### src/rtl/key_pkg.sv
// Shared types and helpers for the debounced key bank.
package key_pkg;

  typedef enum logic [1:0] {
    IDLE       = 2'd0,
    PRESS_DB   = 2'd1,
    HELD       = 2'd2,
    RELEASE_DB = 2'd3
  } key_state_t;

  function automatic int unsigned max_u(input int unsigned a, input int unsigned b);
    return (a > b) ? a : b;
  endfunction

endpackage

### src/rtl/key_channel.sv
// One key: two-flop synchronizer, debounce FSM, registered press/release pulses
// and an auto-repeat timer.
module key_channel
  import key_pkg::*;
#(
  parameter int unsigned DEBOUNCE_CYCLES = 250000,
  parameter bit          ACTIVE_LOW      = 1'b1,
  parameter int unsigned REPEAT_DELAY    = 25000000,
  parameter int unsigned REPEAT_PERIOD   = 5000000
) (
  input  logic clock,
  input  logic reset,
  input  logic key_in,
  input  logic repeat_en,
  output logic press_pulse,
  output logic release_pulse,
  output logic repeat_pulse,
  output logic held
);

  localparam int unsigned DW = $clog2(DEBOUNCE_CYCLES + 1);
  localparam int unsigned RW = $clog2(max_u(REPEAT_DELAY, REPEAT_PERIOD) + 1);
  localparam logic [DW-1:0] DB_LAST    = DW'(DEBOUNCE_CYCLES - 1);
  localparam logic [RW-1:0] DELAY_LAST = RW'(REPEAT_DELAY - 1);
  localparam logic [RW-1:0] PERIOD_LAST = RW'(REPEAT_PERIOD - 1);

  logic          sync1, sync2, pressed;
  key_state_t    state, state_next;
  logic [DW-1:0] db_cnt, db_cnt_next;
  logic [RW-1:0] rpt_cnt, rpt_cnt_next;
  logic          first_done, first_done_next;
  logic          press_next, release_next, repeat_next;

  // Synchronizer resets to the raw released level so no false press follows reset.
  always_ff @(posedge clock or posedge reset) begin
    if (reset) begin
      sync1 <= ACTIVE_LOW;
      sync2 <= ACTIVE_LOW;
    end else begin
      sync1 <= key_in;
      sync2 <= sync1;
    end
  end

  assign pressed = sync2 ^ ACTIVE_LOW;

  always_comb begin
    state_next   = state;
    db_cnt_next  = db_cnt;
    press_next   = 1'b0;
    release_next = 1'b0;
    case (state)
      IDLE: begin
        if (pressed) begin
          state_next  = PRESS_DB;
          db_cnt_next = '0;
        end
      end
      PRESS_DB: begin
        if (!pressed) begin
          state_next = IDLE;
        end else if (db_cnt == DB_LAST) begin
          state_next = HELD;
          press_next = 1'b1;
        end else begin
          db_cnt_next = db_cnt + DW'(1);
        end
      end
      HELD: begin
        if (!pressed) begin
          state_next  = RELEASE_DB;
          db_cnt_next = '0;
        end
      end
      RELEASE_DB: begin
        if (pressed) begin
          state_next = HELD;
        end else if (db_cnt == DB_LAST) begin
          state_next   = IDLE;
          release_next = 1'b1;
        end else begin
          db_cnt_next = db_cnt + DW'(1);
        end
      end
      default: state_next = IDLE;
    endcase
  end

  // Repeat timer only advances in HELD; it freezes through RELEASE_DB so a
  // release glitch does not restart the repeat cadence.
  always_comb begin
    rpt_cnt_next    = rpt_cnt;
    first_done_next = first_done;
    repeat_next     = 1'b0;
    if (!repeat_en || press_next) begin
      rpt_cnt_next    = '0;
      first_done_next = 1'b0;
    end else if (state == HELD) begin
      if (rpt_cnt == (first_done ? PERIOD_LAST : DELAY_LAST)) begin
        rpt_cnt_next    = '0;
        first_done_next = 1'b1;
        repeat_next     = 1'b1;
      end else begin
        rpt_cnt_next = rpt_cnt + RW'(1);
      end
    end
  end

  always_ff @(posedge clock or posedge reset) begin
    if (reset) begin
      state         <= IDLE;
      db_cnt        <= '0;
      rpt_cnt       <= '0;
      first_done    <= 1'b0;
      press_pulse   <= 1'b0;
      release_pulse <= 1'b0;
      repeat_pulse  <= 1'b0;
    end else begin
      state         <= state_next;
      db_cnt        <= db_cnt_next;
      rpt_cnt       <= rpt_cnt_next;
      first_done    <= first_done_next;
      press_pulse   <= press_next;
      release_pulse <= release_next;
      repeat_pulse  <= repeat_next;
    end
  end

  assign held = (state == HELD) || (state == RELEASE_DB);

endmodule

### src/rtl/key_pulse_bank.sv
// Bank of NUM_KEYS independent debounced key channels.
module key_pulse_bank
  import key_pkg::*;
#(
  parameter int unsigned NUM_KEYS        = 4,
  parameter int unsigned DEBOUNCE_CYCLES = 250000,
  parameter bit          ACTIVE_LOW      = 1'b1,
  parameter int unsigned REPEAT_DELAY    = 25000000,
  parameter int unsigned REPEAT_PERIOD   = 5000000
) (
  input  logic                clock,
  input  logic                reset,
  input  logic [NUM_KEYS-1:0] key_in,
  input  logic [NUM_KEYS-1:0] repeat_en,
  output logic [NUM_KEYS-1:0] press_pulse,
  output logic [NUM_KEYS-1:0] release_pulse,
  output logic [NUM_KEYS-1:0] repeat_pulse,
  output logic [NUM_KEYS-1:0] held
);

  for (genvar i = 0; i < NUM_KEYS; i++) begin : g_key
    key_channel #(
      .DEBOUNCE_CYCLES(DEBOUNCE_CYCLES),
      .ACTIVE_LOW     (ACTIVE_LOW),
      .REPEAT_DELAY   (REPEAT_DELAY),
      .REPEAT_PERIOD  (REPEAT_PERIOD)
    ) u_channel (
      .clock        (clock),
      .reset        (reset),
      .key_in       (key_in[i]),
      .repeat_en    (repeat_en[i]),
      .press_pulse  (press_pulse[i]),
      .release_pulse(release_pulse[i]),
      .repeat_pulse (repeat_pulse[i]),
      .held         (held[i])
    );
  end

endmodule

### config.mk
export PLATFORM = sky130hd
export DESIGN_NAME = key_pulse_bank
export DESIGN_NICKNAME = d
export VERILOG_FILES = /design/src/rtl/key_pkg.sv /design/src/rtl/key_channel.sv /design/src/rtl/key_pulse_bank.sv
export SDC_FILE = /design/constraint.sdc
export NUM_CORES = 1
export LEC_CHECK = 0
export CAP_MARGIN = 20
export CELL_PAD_IN_SITES_DETAIL_PLACEMENT = 1
export CELL_PAD_IN_SITES_GLOBAL_PLACEMENT = 1
export CORE_MARGIN = 2
export CORE_UTILIZATION = 44
export DETAILED_ROUTE_END_ITERATION = 12
export GPL_TIMING_DRIVEN = 0
export PLACE_DENSITY_LB_ADDON = 0.1
export SETUP_SLACK_MARGIN = 0.1
export SYNTH_ARGS = -nofsm -noshare
export SYNTH_HDL_FRONTEND = slang
export SYNTH_SLANG_ARGS = --single-unit
### constraint.sdc
create_clock -name clock -period 6.8 [get_ports clock]
set_input_delay 1.02 -clock clock [delete_from_list [all_inputs] [get_ports clock]]
set_output_delay 1.02 -clock clock [all_outputs]
set_load 0.005 [all_outputs]
* Yosys cells after proc, flatten, opt, wreduce, memory -nomap -nowiden *
Index checks and enable logic that the tools add are counted.

operators by class
  add/sub/neg operators = 8
  equality and inequality tests = 44
  muxes and demuxes = 112
  reductions and logical operators = 36

operators with widths
  kind                                                                     count
  25-bit two-way mux                                                       16
  18-bit two-way mux                                                       20
  18-bit one-hot mux with 4 select lines                                   4
  25-bit by 1-bit adder with 25-bit output, second input constant          4
  25-bit equality test                                                     4
  18-bit by 1-bit adder with 18-bit output, second input constant          4
  18-bit equality test, second input constant                              4
  2-bit two-way mux                                                        24
  1-bit two-way mux                                                        44
  2-bit one-hot mux with 4 select lines                                    4
  4-bit AND reduction                                                      8
  2-bit equality test, second input constant                               8
  2-bit by 1-bit inequality test with 1-bit output, second input constant  8
  2-bit inequality test, second input constant                             8
  2-bit nonzero test                                                       8
  3-bit by 1-bit inequality test with 1-bit output, second input constant  4
  3-bit inequality test, second input constant                             4
  2-bit by 1-bit equality test with 1-bit output, second input constant    4
  2-bit zero test                                                          4
  1-bit logical OR                                                         8
  2-bit AND reduction                                                      4
  1-bit zero test                                                          4

storage, ports and cells
  register bits = 204
  bits of input ports = 10
  word-level logic and storage cells = 236

* Depth between registers and ports, before layout *
Gate-level depths: netlist (run 1).

  word-level depth = 7
  depth in mapped cells = 8
  mapped depth without buffers = 8

* Cells and area by module *
A second synthesis (run 1) with hierarchy kept.

unflattened totals
  cell total of the unflattened synthesis = 1,232
  area, all modules = 11,162.0 sq um

modules (own cells, without submodules)
  module                                 instances  cells each  area an instance (sq um)  seq. area each (sq um)
  key_channel at g_key[0].u_channel ...  3          308         2,783.9                   1,278.7
  key_channel at g_key[3].u_channel      1          308         2,810.2                   1,278.7

* Worst setup path before layout (run 1) *
Ideal clock, no wire load.

  path kind = reg-to-reg
  start = register g_key[3].u_channel.rpt_cnt[9]
  end = register g_key[3].u_channel.rpt_cnt[15]
  data arrival time = 2,172 ps
  slack = 4,510 ps
  stages on the path, launching flop included = 9
  cells stage by stage = dfrtp_1 > nand4b_1 > or4_4 > a2111oi_4 > or2_1 > buf_6 > buf_12 > o21ai_1 > a21o_1

on the way
  cells in the longest elaborated chain, start to end = 4

RTL lines
  what                                                                              line                                   RTL
  from (decl)                                                                       key_channel.sv:30                      logic [RW-1:0] rpt_cnt, rpt_cnt_next;
  from (signal assigned)                                                            key_channel.sv:121                     rpt_cnt <= rpt_cnt_next;
  25-bit by 1-bit adder with 25-bit output or 25-bit equality test (tied branches)  key_channel.sv:104, key_channel.sv:99
  25-bit two-way mux (*)                                                            key_channel.sv:99                      if (rpt_cnt == (first_done ? PERIOD_LAST : DELAY_LAST)) begin
  25-bit two-way mux (*)                                                            key_channel.sv:98                      end else if (state == HELD) begin
  25-bit two-way mux (*)                                                            key_channel.sv:95                      if (!repeat_en || press_next) begin

Every way passes the cells marked *; elsewhere a longest branch is shown, timed or not. The select of a mux whose other input is x is not followed.
A chain may end at the register's enable or synchronous reset.

==> results of run 1 <==
==> cell type report <==
class,count,share of cell area
clock buffer,40,0.06086
clock inverter,5,0.006582
inverter,28,0.009114
buffer,57,0.02481
multi-input combinational,886,0.4283
sequential,204,0.4140
tap,324,0.03281
timing repair buffer,28,0.02359
==> cell usage in the layout (no fill, tap or decap), types with 9 or more instances in the layout <==
cell / n
sky130_fd_sc_hd__nand2b_1: 9
sky130_fd_sc_hd__clkbuf_1: 37
sky130_fd_sc_hd__nor2b_1: 16
sky130_fd_sc_hd__nor4_1: 18
sky130_fd_sc_hd__o21ai_0: 66
sky130_fd_sc_hd__inv_1: 27
sky130_fd_sc_hd__o31ai_1: 9
sky130_fd_sc_hd__xnor2_1: 31
sky130_fd_sc_hd__a22o_1: 14
sky130_fd_sc_hd__nand2_1: 118
sky130_fd_sc_hd__and4_1: 20
sky130_fd_sc_hd__xor2_1: 41
sky130_fd_sc_hd__clkbuf_16: 25
sky130_fd_sc_hd__nor3_1: 26
sky130_fd_sc_hd__nand4_1: 38
sky130_fd_sc_hd__nor2_1: 131
sky130_fd_sc_hd__nand3_1: 77
sky130_fd_sc_hd__nand4b_1: 9
sky130_fd_sc_hd__a31oi_1: 32
sky130_fd_sc_hd__a21oi_1: 48
sky130_fd_sc_hd__buf_4: 16
sky130_fd_sc_hd__clkdlybuf4s50_1: 25
sky130_fd_sc_hd__or3_1: 22
sky130_fd_sc_hd__nor4b_1: 11
sky130_fd_sc_hd__and2_1: 14
sky130_fd_sc_hd__dfrtp_1: 196
sky130_fd_sc_hd__and3_1: 23
==> synthesized netlist by cell type (all sizes together), types with 12 or more instances <==
master	instances	share of area
a21oi	48	0.022
a22o	14	0.011
a31oi	32	0.019
and2	15	0.0087
and3	24	0.014
and4	20	0.016
buf	28	0.018
clkbuf	29	0.010
dfrtp	196	0.45
inv	28	0.0097
nand2	118	0.041
nand3	78	0.037
nand4	38	0.022
nor2	132	0.046
nor2b	16	0.0093
nor3	26	0.012
nor4	18	0.010
nor4b	12	0.010
o21ai	73	0.034
or3	22	0.013
xnor2	31	0.025
xor2	41	0.033
==> worst max-delay path: cells and delay by family, from the launching register on <==
kind,cells,cell delay [ns]
buf+inv,4,1.04
flops,1,0.32
==> worst max-delay path by stage <==
stage | from | end | slack (ns) | cells after the start
3_3_place_gp | reset | g_key[0].u_channel.db_cnt[13] | -2.83 | 2
2_1_floorplan | reset | async pin | 0.23 | 1
3_5_place_dp | repeat_en[1] | g_key[1].u_channel.rpt_cnt[16] | 3.88 | 6
4_1_cts | flop | held[0] | 3.86 | 4
5_1_grt | g_key[3].u_channel.db_cnt[4] | g_key[3].u_channel.rpt_cnt[6] | 3.66 | 6
6_report | flop | held[0] | 3.90 | 4
==> metrics by stage <==
| stage | area (sq um) | hold slack [ns] | util | total power [mW] |
|---|---|---|---|---|
| 6_report | 12360 | 0.3553 | 0.5095 | 2.703 |
| 5_1_grt | 12360 | 0.3609 | 0.5095 | 2.812 |
| 4_1_cts | 12360 | 0.3568 | 0.5095 | 2.744 |
| 3_5_place_dp | 11520 | 0.3476 | 0.4752 | 1.376 |
| 3_3_place_gp | 11470 | 0.3465 | 0.4731 | 1.371 |
| 2_1_floorplan | 10820 | 0.3452 | - | 1.336 |
==> state kept, by name, indices dropped and copies added (netlist names), named ones only <==
register,flops
g_key.u_channel.db_cnt,72
g_key.u_channel.first_done,4
g_key.u_channel.press_pulse,4
g_key.u_channel.release_pulse,4
g_key.u_channel.repeat_pulse,4
g_key.u_channel.rpt_cnt,100
g_key.u_channel.state,4
g_key.u_channel.sync1,4
g_key.u_channel.sync2,4
==> metal layers <==
metal / track usage / share of wire / vias to the layer above / routed length (um)
met4: 0.04870 / 0.017 / 0 / 469
met5: 0 / 0 / - / 0
met3: 0.02893 / 0.029 / 38 / 781
met2: 0.3617 / 0.48 / 106 / 13030
met1: 0.2974 / 0.47 / 4575 / 12900
li1: - / - / 4356 / -
==> where the power goes <==
part / total [mW] / switching (mW) / leakage, nW / internal (mW)
sequential: 1.25 / 0.0161 / 2.81 / 1.23
clock: 1.35 / 0.523 / 0.405 / 0.829
combinational: 0.104 / 0.0741 / 1.76 / 0.0299
==> logic make-up (layout without fill, tap and decap cells) <==
family / Yosys count / count (layout) / share of synthesized area
AO/OA/AOI/OAI: 220 / 220 / 0.1303
AND/OR/NAND/NOR: 576 / 576 / 0.2816
multiplexers: 10 / 10 / 0.009717
adder cells (fa/ha/maj): 8 / 8 / 0.009254
buffers and inverters: 85 / 158 / 0.03806
XOR/XNOR: 72 / 72 / 0.05830
flip-flops: 204 / 204 / 0.4729
==> summary.md, run 1 <==
| Metric | Value |
|---|---|
| Reg-to-Reg End | g_key[3].u_channel.rpt_cnt[6] |
| R2R Setup Slk | 3.95 ns |
| Die height | 160.8 um |
| Least setup slack across all paths after layout | 3.903 ns |
| Final setup violating endpoints | 0 |
| Count of boundary I/O pins | 26 |
| Measured slew at the worst slew-check pin | 1.001 ns |
| Sort of element at the start of the critical path | flop |
| Antenna violations before repair | 0 |
| Filler Cell Count | 2791 |
| Status | finished, final reports clean |
| Maximum number of buffers from clock root to sink | 3 |
| Via/cell ratio | 5.773 |
| Number of buffers created by CTS | 25 |
| Buffers on Ports | 25 |
| Number of resized instances in the post-cts repair step | 0 |
| Proportion of synthesized flip-flops having asynchronous set or reset | 1.000 |
| 1st-iter DRT viols | 477 |
| Number of enable-type register cells in the synthesized netlist | 0 |
| DP Worst Slack | 3.877 ns |
| Worst-case headroom to the max-slew limit | 0.3263 |
| Core Box Area | 0.02425 sq mm |
| Remaining antenna violation count | 0 |
| Ordered list of cells on the worst path | clkbuf_1, clkbuf_1, buf_4, clkdlybuf4s50_1 |
| Die boundary width | 160.8 um |
| Number of search-and-repair iterations in the first detailed-routing pass | 4 |
| Global-route wire length before repair | 47050 um |
| Worst Path Required | 5.78 ns |
| Maximum fanout encountered on the critical timing path | 8 |
| Post-layout nets | 1248 |
| Number of standard cells in the final layout excluding fillers | 1572 |
| Library cell contributing the largest single delay on the critical path | sky130_fd_sc_hd__clkdlybuf4s50_1 |
| Wire length per cell after detailed routing | 17.29 um |
| Worst min path class | flop to flop |
| #FFs+latches synth | 204 |
| DRC violation count after routing | 0 |
| Endpoints failing hold | 0 |
| Static leakage power | 4.966 nW |
| Cell repeated most along the worst path | sky130_fd_sc_hd__clkbuf_1 |
| Final critical path time including I/O delays and setup | 2.897 ns |
| Overall routing resource usage | 0.2148 |
| Hold worst-path end | g_key[2].u_channel.sync2 |
| Placer's final routability congestion estimate | 0.7914 |
| Sum of net half-perimeters after detailed placement | 18350 um |
| Clock Sink Count | 204 |
| Area enclosed by the die boundary | 0.02585 sq mm |
| Number of cells produced by synthesis | 1175 |
| Clock transition at path regs | 0.06 ns |
| Worst Min Path Start | g_key[2].u_channel.sync1 |
| Final count of pins violating max slew | 0 |
| GRT overflow | 0 |
| Vias in the first global route | 9366 |
| Clock root cell | sky130_fd_sc_hd__clkbuf_16 |
| Hold-fix buffers, CTS | 0 |
| Footprint of the multi-input gates | 0.005291 sq mm |
| Stage delay of the slowest cell on the critical path | 0.49 ns |
| Clock network latency to the later pin of the worst-skew pair | 0.52 ns |
| Ratio of final minimum period to clock period | 0.4260 |
| Critical path class | flop to output port |
| Worst VDD drop | 0.0001658 V |
| Mean area per synthesized cell | 9.206 sq um |
| Sequential element share of the synthesized area | 0.4729 |
| Post-CTS repair timing setup buffer count | 0 |
| Final antenna diode count | 0 |
| Cell count of the worst hold path | 0 |
| Pwr Density | 218.8 mW/mm^2 |
| Cell variety after synth | 72 |
| Ys flop type | sky130_fd_sc_hd__dfrtp_1 |
| Sequential cell area | 0.005115 sq mm |
| Ratio of cells with drive above 1 in the final layout | 0.08013 |
| Number of levels the H-tree was split into | 1 |
| Path depth of the worst reg2reg path | 6 |
| Post-route setup TNS | 0 ns |
| Cell total after placement | 1527 |
| Count of maximum capacitance violations | 0 |
| RSZ-0062 raised after global routing | no |
| Layout area overhead | 14.23% |
| Pin count of the biggest net entering global routing | 109 |
| Number of placement rows | 57 |
| Synthesized Nets | 1193 |
| Clk_skew | 0.01137 ns |
| Vias after detailed routing | 9075 |
| Post-Syn Area | 0.01082 sq mm |
| Clock tree from TritonCTS | built |
| Capturing element type of the critical path | output port |
| Initial core utilization | 0.4461 |
| Number of synthesis warnings | 0 |
| Final WL | 27180 um |
| Arrival time at the worst endpoint | 1.88 ns |
| Maximum operating frequency | 345.2 MHz |
| Startpoint of the lowest-slack register-to-register path | g_key[3].u_channel.db_cnt[4] |
Note: power is estimated with default switching activity, not from simulation.
==> run 2, diff against run 1 <==
Settings changed: CORE_UTILIZATION 44 to 48.
Clock period 6.8 ns to 3 ns, I/O delays scaled along.
==> summary.md, run 2 (synthesis results as in run 1) <==
| Metric | Value |
|---|---|
| Status | finished, final reports clean |
| Maximum number of buffers from clock root to sink | 3 (unchanged) |
| Worst min path class | primary input to async pin |
| DRC violation count after routing | 0 (unchanged) |
| Final design utilization | 0.5644 (+0.05484) |
| Path depth of the worst reg2reg path | 8 (+2) |
| Final count of pins violating max slew | 0 (unchanged) |
| Worst VDD drop | 0.0004032 V (+140%) |
| Final WL | 27520 um (+1.2%) |
| Count of boundary I/O pins | 26 (unchanged) |
| Number of buffers created by CTS | 25 (unchanged) |
| Buffers on Ports | 25 (unchanged) |
| Static leakage power | 5.010 nW (+0.88%) |
| Footprint of the multi-input gates | 0.005315 sq mm (+0.45%) |
| Post-CTS repair timing setup buffer count | 0 (unchanged) |
| Via/cell ratio | 5.954 (+3.1%) |
| Crit path capture | g_key[1].u_channel.rpt_cnt[24] |
| Startpoint of the lowest-slack register-to-register path | g_key[1].u_channel.rpt_cnt[16] |
| Endpoints failing hold | 0 (unchanged) |
| Clk_skew | 0.01873 ns (+0.007359 ns) |
| Sw power | 1.382 mW (+130%) |
| Remaining antenna violation count | 0 (unchanged) |
| Worst Path Required | 3.41 ns (-2.37 ns) |
| Critical path origin | g_key[1].u_channel.rpt_cnt[16] |
| Register with the highest flop count | g_key.u_channel.rpt_cnt |
| Antenna violations before repair | 0 (unchanged) |
| Relative contribution of sequential cells to total power | 0.467 (+0.006) |
| Overall routing resource usage | 0.2370 (+0.02220) |
| Filler Cell Count | 2519 (-9.7%) |
| Capturing element type of the critical path | flop |
| Maximum fanout encountered on the critical timing path | 10 (+2) |
| R2R Setup Slk | 0.32 ns (-3.63 ns) |
| Final setup violating endpoints | 0 (unchanged) |
| Number of search-and-repair iterations in the first detailed-routing pass | 4 (unchanged) |
| Clock transition at path regs | 0.06 ns (about the same) |
| Count of maximum capacitance violations | 0 (unchanged) |
| Comb pwr share | 0.041 (+0.003) |
| Tightest hold margin | 0.2954 ns (-0.05986 ns) |
| Final critical path time including I/O delays and setup | 2.679 ns |
| Final antenna diode count | 0 (unchanged) |
| Sort of element at the start of the critical path | flop |
| Most common cell after layout, fill and taps aside | sky130_fd_sc_hd__dfrtp_1 |
| Flip-flop count of the largest register after layout | 100 (unchanged) |
| Sum of net half-perimeters after detailed placement | 19030 um (+3.7%) |
| Measured slew at the worst slew-check pin | 0.8611 ns (-0.1402 ns) |
| 1st-iter DRT viols | 359 (-25%) |
| Post-layout nets | 1253 (+0.40%) |
| Number of placement rows | 54 (-5.3%) |
| Share of total power in the clock network | 0.492 (-0.008) |
| Die height | 154.1 um (-4.2%) |
| Placer's final routability congestion estimate | 0.7984 (+0.88%) |
| Pin count of the biggest net entering global routing | 36 (-67%) |
| Clock network latency to the later pin of the worst-skew pair | 0.53 ns (about the same) |
| Maximum operating frequency | 373.2 MHz |
| Arrival time at the worst endpoint | 3.09 ns (+1.21 ns) |
| Layout area overhead | 14.57% |
| RSZ-0062 raised after global routing | no |
| Sequential cell area | 0.005115 sq mm (unchanged) |
| Pwr Density | 489.4 mW/mm^2 (+120%) |
| Initial core utilization | 0.4926 (+0.04651) |
| Switching share of total power | 0.2279 (+0.001096) |
| Clock Sink Count | 204 (unchanged) |
| Area enclosed by the die boundary | 0.02375 sq mm (-8.1%) |
| Critical path class | flop to flop |
| Global-route wire length before repair | 47510 um (+0.97%) |
| Clock root cell | sky130_fd_sc_hd__clkbuf_16 |
| Core Box Area | 0.02196 sq mm (-9.4%) |
| GRT overflow | 0 (unchanged) |
| Ratio of final minimum period to clock period | 0.8932 |
| Vias in the first global route | 9540 (+1.9%) |
| Vias after detailed routing | 9127 (+0.57%) |
| Highest-count cells in the layout ignoring fill and taps | sky130_fd_sc_hd__dfrtp_1, sky130_fd_sc_hd__nor2_1, sky130_fd_sc_hd__nand2_1 |
| Clock tree from TritonCTS | built |
| Worst-case headroom to the max-slew limit | 0.4221 (+0.09578) |
| Reg-to-Reg End | g_key[1].u_channel.rpt_cnt[24] |
| Largest registers | g_key.u_channel.rpt_cnt x100, g_key.u_channel.db_cnt x72 |
| Die boundary width | 154.1 um (-4.2%) |
| Wire length per cell after detailed routing | 17.95 um (+3.8%) |
| Ratio of cells with drive above 1 in the final layout | 0.08779 (+0.007661) |
| Cell internal power dissipation | 4.683 mW (+120%) |
| Number of levels the H-tree was split into | 1 (unchanged) |
==> run 2: cell count changes in the layout (fill, tap and decap cells not counted), moves of 2 or more <==
cell	delta
sky130_fd_sc_hd__clkbuf_2	+2
sky130_fd_sc_hd__clkinv_2	+3
sky130_fd_sc_hd__buf_12	+6
sky130_fd_sc_hd__clkbuf_1	-2
==> run 2: metrics by stage <==
stage	TNS [ns]	instances	total power [mW]	area, sq um	setup slack, ns
global route	0	1533	6.283	12390	0.1180
detailed placement	0	1486	3.135	11540	0.1072
floorplan	-17.20	1175	3.028	10820	-0.08775
CTS	0	1531	6.137	12370	0.1996
finish	0	1533	6.065	12390	0.3205
global placement	-365.15	1480	3.106	11420	-1.844
==> run 2: worst min path at each step <==
stage,slack [ns],endpoint,cells past startpoint
6_report,0.30,g_key[0].u_channel.release_pulse,2
4_1_cts,0.29,g_key[0].u_channel.state[0],2
2_1_floorplan,0.35,g_key[0].u_channel.sync2,0
3_3_place_gp,0.35,g_key[2].u_channel.sync2,0
3_5_place_dp,0.35,g_key[2].u_channel.sync2,0
5_1_grt,0.32,g_key[0].u_channel.state[0],2
==> run 2: timing repair <==
action | 4_1_cts | 5_1_grt
resized for setup | 1 | 3
hold buffers | 0 | 0
cloned | 0 | 0
endpoints found under the setup margin | 1 | 22
==> run 2: worst max-delay path: stages, from the launching register on <==
cell and delay, ns:
sky130_fd_sc_hd__dfrtp_1 0.36, sky130_fd_sc_hd__clkbuf_1 0.19, sky130_fd_sc_hd__nor4_1 0.30, sky130_fd_sc_hd__nand4_1 0.19
sky130_fd_sc_hd__a2111oi_4 0.63, sky130_fd_sc_hd__nor2_1 0.19, sky130_fd_sc_hd__clkbuf_1 0.31, sky130_fd_sc_hd__a21o_1 0.23
sky130_fd_sc_hd__a22o_1 0.18
==> run 2: layer usage <==
metal  up-vias  GRT usage  part of all wire
met3        33    0.02706             0.027
met1      4624     0.3321              0.48
met2        97     0.4034              0.48
met4         0    0.04183             0.015
li1       4373          -                 -
met5         -          0                 0
==> run 2: area by class of cell <==
class,instances,share of cell area
Timing Repair Buffer,33,0.03069
Buffer,57,0.02474
Tap cell,280,0.02827
Clock inverter,6,0.004745
Sequential cell,204,0.4127
Multi-Input combinational cell,886,0.4289
Inverter,28,0.008783
Clock buffer,39,0.06118
==> run 2: power by group through the flow <==
stage          sequential [mW]  combinational (mW)  clock, mW
2_1_floorplan             2.87               0.160          0
3_3_place_gp              2.88               0.229          0
3_5_place_dp              2.88               0.257          0
4_1_cts                   2.83               0.259       3.05
5_1_grt                   2.83               0.287       3.16
6_report                  2.83               0.252       2.98
==> run 3, diff against run 2 <==
Settings changed: CAP_MARGIN 20 to 10.
==> summary.md, run 3 (synthesis results as in run 1) <==
| Metric | Value |
|---|---|
| Core Box Area | 0.02196 sq mm (unchanged) |
| Clock tree from TritonCTS | built |
| Met3 Resource Use GR | 0.02706 (unchanged) |
| Crit path capture | g_key[1].u_channel.rpt_cnt[24] |
| Remaining antenna violation count | 0 (unchanged) |
| Count of boundary I/O pins | 26 (unchanged) |
| Maximum number of buffers from clock root to sink | 3 (unchanged) |
| Placer's final routability congestion estimate | 0.7984 (unchanged) |
| Clock transition at path regs | 0.06 ns (about the same) |
| Library cell contributing the largest single delay on the critical path | sky130_fd_sc_hd__a2111oi_4 |
| Busiest metal layer after global routing | met2 |
| Critical path origin | g_key[1].u_channel.rpt_cnt[16] |
| Buffers on Ports | 25 (unchanged) |
| Arrival time at the worst endpoint | 3.10 ns (about the same) |
| Vias in the first global route | 9524 (-0.17%) |
| Sort of element at the start of the critical path | flop |
| Ordered list of cells on the worst path | clkbuf_1, nor4_1, nand4_1, a2111oi_4, nor2_1, clkbuf_1, a21o_1, a22o_1 |
| Initial core utilization | 0.4926 (unchanged) |
| Vias after detailed routing | 9132 (+0.055%) |
| Register with the highest flop count | g_key.u_channel.rpt_cnt |
| Status | finished, final reports clean |
| Startpoint of the lowest-slack register-to-register path | g_key[1].u_channel.rpt_cnt[16] |
| Path depth of the worst reg2reg path | 8 (unchanged) |
| Stage delay of the slowest cell on the critical path | 0.64 ns (about the same) |
| Clk_skew | 0.01351 ns (-0.005217 ns) |
| Sum of net half-perimeters after detailed placement | 19030 um (about the same) |
| GRT overflow | 0 (unchanged) |
| Final WL | 27440 um (-0.29%) |
| Worst VDD drop | 0.0004008 V (-0.60%) |
| Wire length per cell after detailed routing | 17.91 um (-0.22%) |
| DRC violation count after routing | 0 (unchanged) |
| Worst-case headroom to the max-slew limit | 0.2150 (-0.2071) |
| Clock root cell | sky130_fd_sc_hd__clkbuf_16 |
| 1st-iter DRT viols | 393 (+9.5%) |
| Via/cell ratio | 5.961 (+0.12%) |
| Flip-flop count of the largest register after layout | 100 (unchanged) |
| Number of buffers created by CTS | 25 (unchanged) |
| Overall routing resource usage | 0.2345 (-0.002479) |
| Worst min path class | primary input to async pin |
| Ratio of final minimum period to clock period | 0.8993 (+0.006130) |
| Area enclosed by the die boundary | 0.02375 sq mm (unchanged) |
| Critical path class | flop to flop |
| Antenna violations before repair | 0 (unchanged) |
| Clock network latency to the later pin of the worst-skew pair | 0.52 ns (about the same) |
| Die height | 154.1 um (unchanged) |
| Clock Sink Count | 204 (unchanged) |
| Endpoints failing hold | 0 (unchanged) |
| Met2 Use GR | 0.3978 (-0.005552) |
| Number of levels the H-tree was split into | 1 (unchanged) |
| Highest-count cells in the layout ignoring fill and taps | sky130_fd_sc_hd__dfrtp_1, sky130_fd_sc_hd__nor2_1, sky130_fd_sc_hd__nand2_1 |
| RSZ-0062 raised after global routing | no |
| DP Worst Slack | 0.1273 ns (+0.02006 ns) |
| Post-CTS repair timing setup buffer count | 0 (unchanged) |
| Count of maximum capacitance violations | 0 (unchanged) |
| Post-route setup TNS | 0 ns (unchanged) |
| Cell family with most CP delay | compound AO/OA/AOI/OAI gates |
| Met1 usage | 0.3270 (-0.005126) |
| Worst Path Required | 3.40 ns (about the same) |
| Reg-to-Reg End | g_key[1].u_channel.rpt_cnt[24] |
| Final critical path time including I/O delays and setup | 2.698 ns (+0.01839 ns) |
| Tot Pwr | 6.120 mW (+0.91%) |
| Pin count of the biggest net entering global routing | 36 (unchanged) |
| Largest registers | g_key.u_channel.rpt_cnt x100, g_key.u_channel.db_cnt x72 |
| Filler Cell Count | 2506 (-0.52%) |
| Maximum operating frequency | 370.7 MHz (-0.68%) |
| Placed Area | 0.01154 sq mm (unchanged) |
| Ratio of cells with drive above 1 in the final layout | 0.08626 (-0.001527) |
| Final count of pins violating max slew | 0 (unchanged) |
| Worst path buffer plus inverter count | 2 (unchanged) |
| Total number of cells along the worst setup path | 8 (unchanged) |
| Number of placement rows | 54 (unchanged) |
| Final antenna diode count | 0 (unchanged) |
| Die boundary width | 154.1 um (unchanged) |
| Most common cell after layout, fill and taps aside | sky130_fd_sc_hd__dfrtp_1 |
| Maximum fanout encountered on the critical timing path | 10 (unchanged) |
| Layout area overhead | 14.67% (about the same) |
| Final design utilization | 0.5648 (about the same) |
| R2R Setup Slk | 0.30 ns (-0.02 ns) |
| Non-Filler Cell Area, Final | 0.01240 sq mm (about the same) |
| Number of search-and-repair iterations in the first detailed-routing pass | 4 (unchanged) |
| Global-route wire length before repair | 47050 um (-0.96%) |
| Measured slew at the worst slew-check pin | 1.167 ns (+0.3056 ns) |
| Pwr Density | 493.4 mW/mm^2 (+0.83%) |
| Post-layout nets | 1252 (-0.080%) |
| Cell repeated most along the worst path | sky130_fd_sc_hd__clkbuf_1 |
| Capturing element type of the critical path | flop |
| Least setup slack across all paths after layout | 0.3021 ns (-0.01839 ns) |
| Final setup violating endpoints | 0 (unchanged) |
| Static leakage power | 5.010 nW (about the same) |
==> run 3: metal layers <==
metal	vias up	wire [um]
li1	4356	-
met1	4643	13150
met2	99	13170
met3	34	649
met4	0	461
met5	-	0
==> run 3: worst register-to-register path: stages (launching register included) <==
cell and delay, ns:
sky130_fd_sc_hd__dfrtp_1 0.36, sky130_fd_sc_hd__clkbuf_1 0.19, sky130_fd_sc_hd__nor4_1 0.30, sky130_fd_sc_hd__nand4_1 0.19, sky130_fd_sc_hd__a2111oi_4 0.64, sky130_fd_sc_hd__nor2_1 0.19
sky130_fd_sc_hd__clkbuf_1 0.31, sky130_fd_sc_hd__a21o_1 0.23, sky130_fd_sc_hd__a22o_1 0.18
==> run 3: cell type report <==
class	count	area, sq um	share of cell area
multi-input combinational	886	5315	0.4285
clock inverter	6	83.83	0.006759
tap	280	350.3	0.02825
sequential	204	5115	0.4124
clock buffer	39	748.2	0.06033
timing repair buffer	32	375.4	0.03026
buffer	57	306.5	0.02472
inverter	28	108.9	0.008776
==> run 3: timing repair <==
| action | CTS | global route |
|---|---|---|
| setup endpoints to repair | 0 | 50 |
| resized for setup | 0 | 4 |
| hold buffers | 0 | 0 |
==> run 3: stage by stage <==
step,hold slack (ns),cells
after global routing,0.3175,1532
final,0.3006,1532
after detailed placement,0.3472,1486
after floorplan,0.3452,1175
after global placement,0.3462,1480
after CTS,0.2898,1531
==> run 3: power breakdown <==
part | internal, mW | switching [mW] | leakage, nW
combinational | 0.0800 | 0.171 | 1.79
sequential | 2.79 | 0.0382 | 2.81
clock | 1.88 | 1.16 | 0.411
==> run 3: worst min-delay path by stage <==
stage                        startpoint                                to  slack (ns)  depth (start not counted)
3_5_place_dp   g_key[2].u_channel.sync1          g_key[2].u_channel.sync2        0.35                          0
4_1_cts                           reset       g_key[0].u_channel.state[0]        0.29                          2
5_1_grt                           reset       g_key[0].u_channel.state[0]        0.32                          2
3_3_place_gp   g_key[2].u_channel.sync1          g_key[2].u_channel.sync2        0.35                          0
2_1_floorplan  g_key[0].u_channel.sync1          g_key[0].u_channel.sync2        0.35                          0
6_report                          reset  g_key[0].u_channel.release_pulse        0.30                          2
==> edit (config.mk and constraints of run 1) <==
Encoding of `key_state_t`: now Gray code (2 bits for 4 states).
--- a/src/rtl/key_pkg.sv
+++ b/src/rtl/key_pkg.sv
@@ -3,8 +3,8 @@
 
   typedef enum logic [1:0] {
-    IDLE       = 2'd0,
-    PRESS_DB   = 2'd1,
-    HELD       = 2'd2,
-    RELEASE_DB = 2'd3
+    IDLE       = 2'b00,
+    PRESS_DB   = 2'b01,
+    HELD       = 2'b11,
+    RELEASE_DB = 2'b10
   } key_state_t;
 
Function: same outputs for any inputs over 4 cycles, from zero or initial values and one cycle with reset high; so few cycles prove little.
==> edit against run 1 <==
Worst hold slack worse by 0.00060 ns; sequential cell count stayed put; maximum frequency is 14% lower; worst setup slack worse by 0.46 ns; wire length is 6.2% lower; final cell count is 0.83% higher; sequential share of layout area is 1.2 points lower; clock skew is 0.0042 ns higher; final area is 3.0% higher; synthesized area is 2.6% higher; highest routed layer unchanged.
Power is not compared: it rests on default switching activity, and its combinational part moved more than twofold at a synthesized area within 25%.
==> edit: results (changes against run 1) <==
metric,value,unit,change
outcome,finished clean,,
grt_max_degree,119,,+9.2%
yosysUniqueCellTypes,66,,-8.3%
initialDrtViolationCount,469,,-1.7%
synth_commonest_cells,"196 x dfrtp_1, 181 x nor2_1, 84 x nand2_1, 73 x xor2_1, 66 x nand3_1",,
drt-wirelength-per-cell,16.08,um,-7.0%
holdPathEnd,g_key[3].u_channel.sync2,,
period_share,49.40,%,+6.8 points
dpl_cell_area,11800,sq um,+2.4%
maxSlewHeadroom,41.97,%,+9.3 points
dr_wl_met3,624,um,-20%
hp-start,g_key[3].u_channel.sync1,,
syn-num-nets,1218,,+2.1%
arrival,2.34,ns,+0.46 ns
dp.cells,1537,,+0.65%
grt_pass1_wl,44.67,mm,-5.1%
yosys-mux-area-fraction,1.342,%,+0.37 points
rr_endpoint,g_key[2].u_channel.rpt_cnt[7],,
crit_path_end,held[2],,
synth_compound_area_share,9.054,%,-4.0 points
grt_pass1_vias,9110,,-2.7%
nNetsFinal,1274,,+2.1%
drive_gt1_share,8.606,%,+0.59 points
fin_area,12720,sq um,+3.0%
via_per_inst,5.581,,-3.3%
dp_slack,3.814,ns,-0.06301 ns
startpoint,g_key[2].u_channel.state[0],,
dr_total_vias,8846,,-2.5%
syn_area_per_cell,9.404,sq um,+2.2%
timing.rr.start,g_key[2].u_channel.db_cnt[0],,
synth_area_leaders,"dfrtp_1 44%, nor2_1 6.1%, xor2_1 5.8%, xnor2_1 3.6%, ha_1 3.2%",,
skew,0.01553,ns,+0.004161 ns
reg_top3,"g_key.u_channel.rpt_cnt (100), g_key.u_channel.db_cnt (72), g_key.u_channel.state (8)",,
synth_fa_ha_area_share,3.157,%,+2.2 points
slowest_stage,clkdlybuf4s50_1,,
fillers,2860,,+2.5%
clk_latency,0.53,ns,
met2_wirelength,11.95,mm,-8.3%
hpwl,17.59,mm,-4.1%
ff2ff_path_depth,8,,+2
yosysSeqAreaShare,46.09,%,-1.2 points
fin_hold_ws,0.3547,ns,-0.0005990 ns
cp_slowest_stage_delay,0.43,ns,-0.06 ns
met1_length,12.43,mm,-3.6%
cts_buffers,26,,+4.0%
gp_congestion,0.7772,,-1.8%
synthXorXnorAreaFrac,9.313,%,+3.5 points
r2r_setup_slack,3.88,ns,-0.07 ns
edit: cell types whose count changed in the layout (fill, tap and decap cells not counted), moves of 12 or more:
cell / before / now
o21ai_0: 66 / 37
xnor2_1: 31 / 45
ha_1: 8 / 28
xor2_1: 41 / 73
nand4_1: 38 / 54
a31oi_1: 32 / 10
nor2_1: 131 / 181
clkbuf_1: 37 / 25
and3_1: 23 / 42
nand2_1: 118 / 84
edit: layout make-up:
type	instances	share of cell area [%]
repair buffers	28	2.311
multi-input cells	902	44.18
flip-flops and latches	204	40.20
well taps	330	3.245
clock buffers	37	5.998
plain buffers	46	2.006
clock inverters	10	1.180
inverters	28	0.8850
edit: per-layer routing:
metal | global-route usage [%] | vias to the layer above
met1 | 27.83 | 4437
met2 | 33.13 | 86
li1 | - | 4295
met5 | 0 | -
met3 | 2.546 | 28
met4 | 4.385 | 0
edit: report_power, final:
part	switching (uW)	total [uW]	internal (uW)
Sequential	98.6	1400	1300
Combinational	557	882	326
Clock	523	1450	927
Total	1180	3730	2550
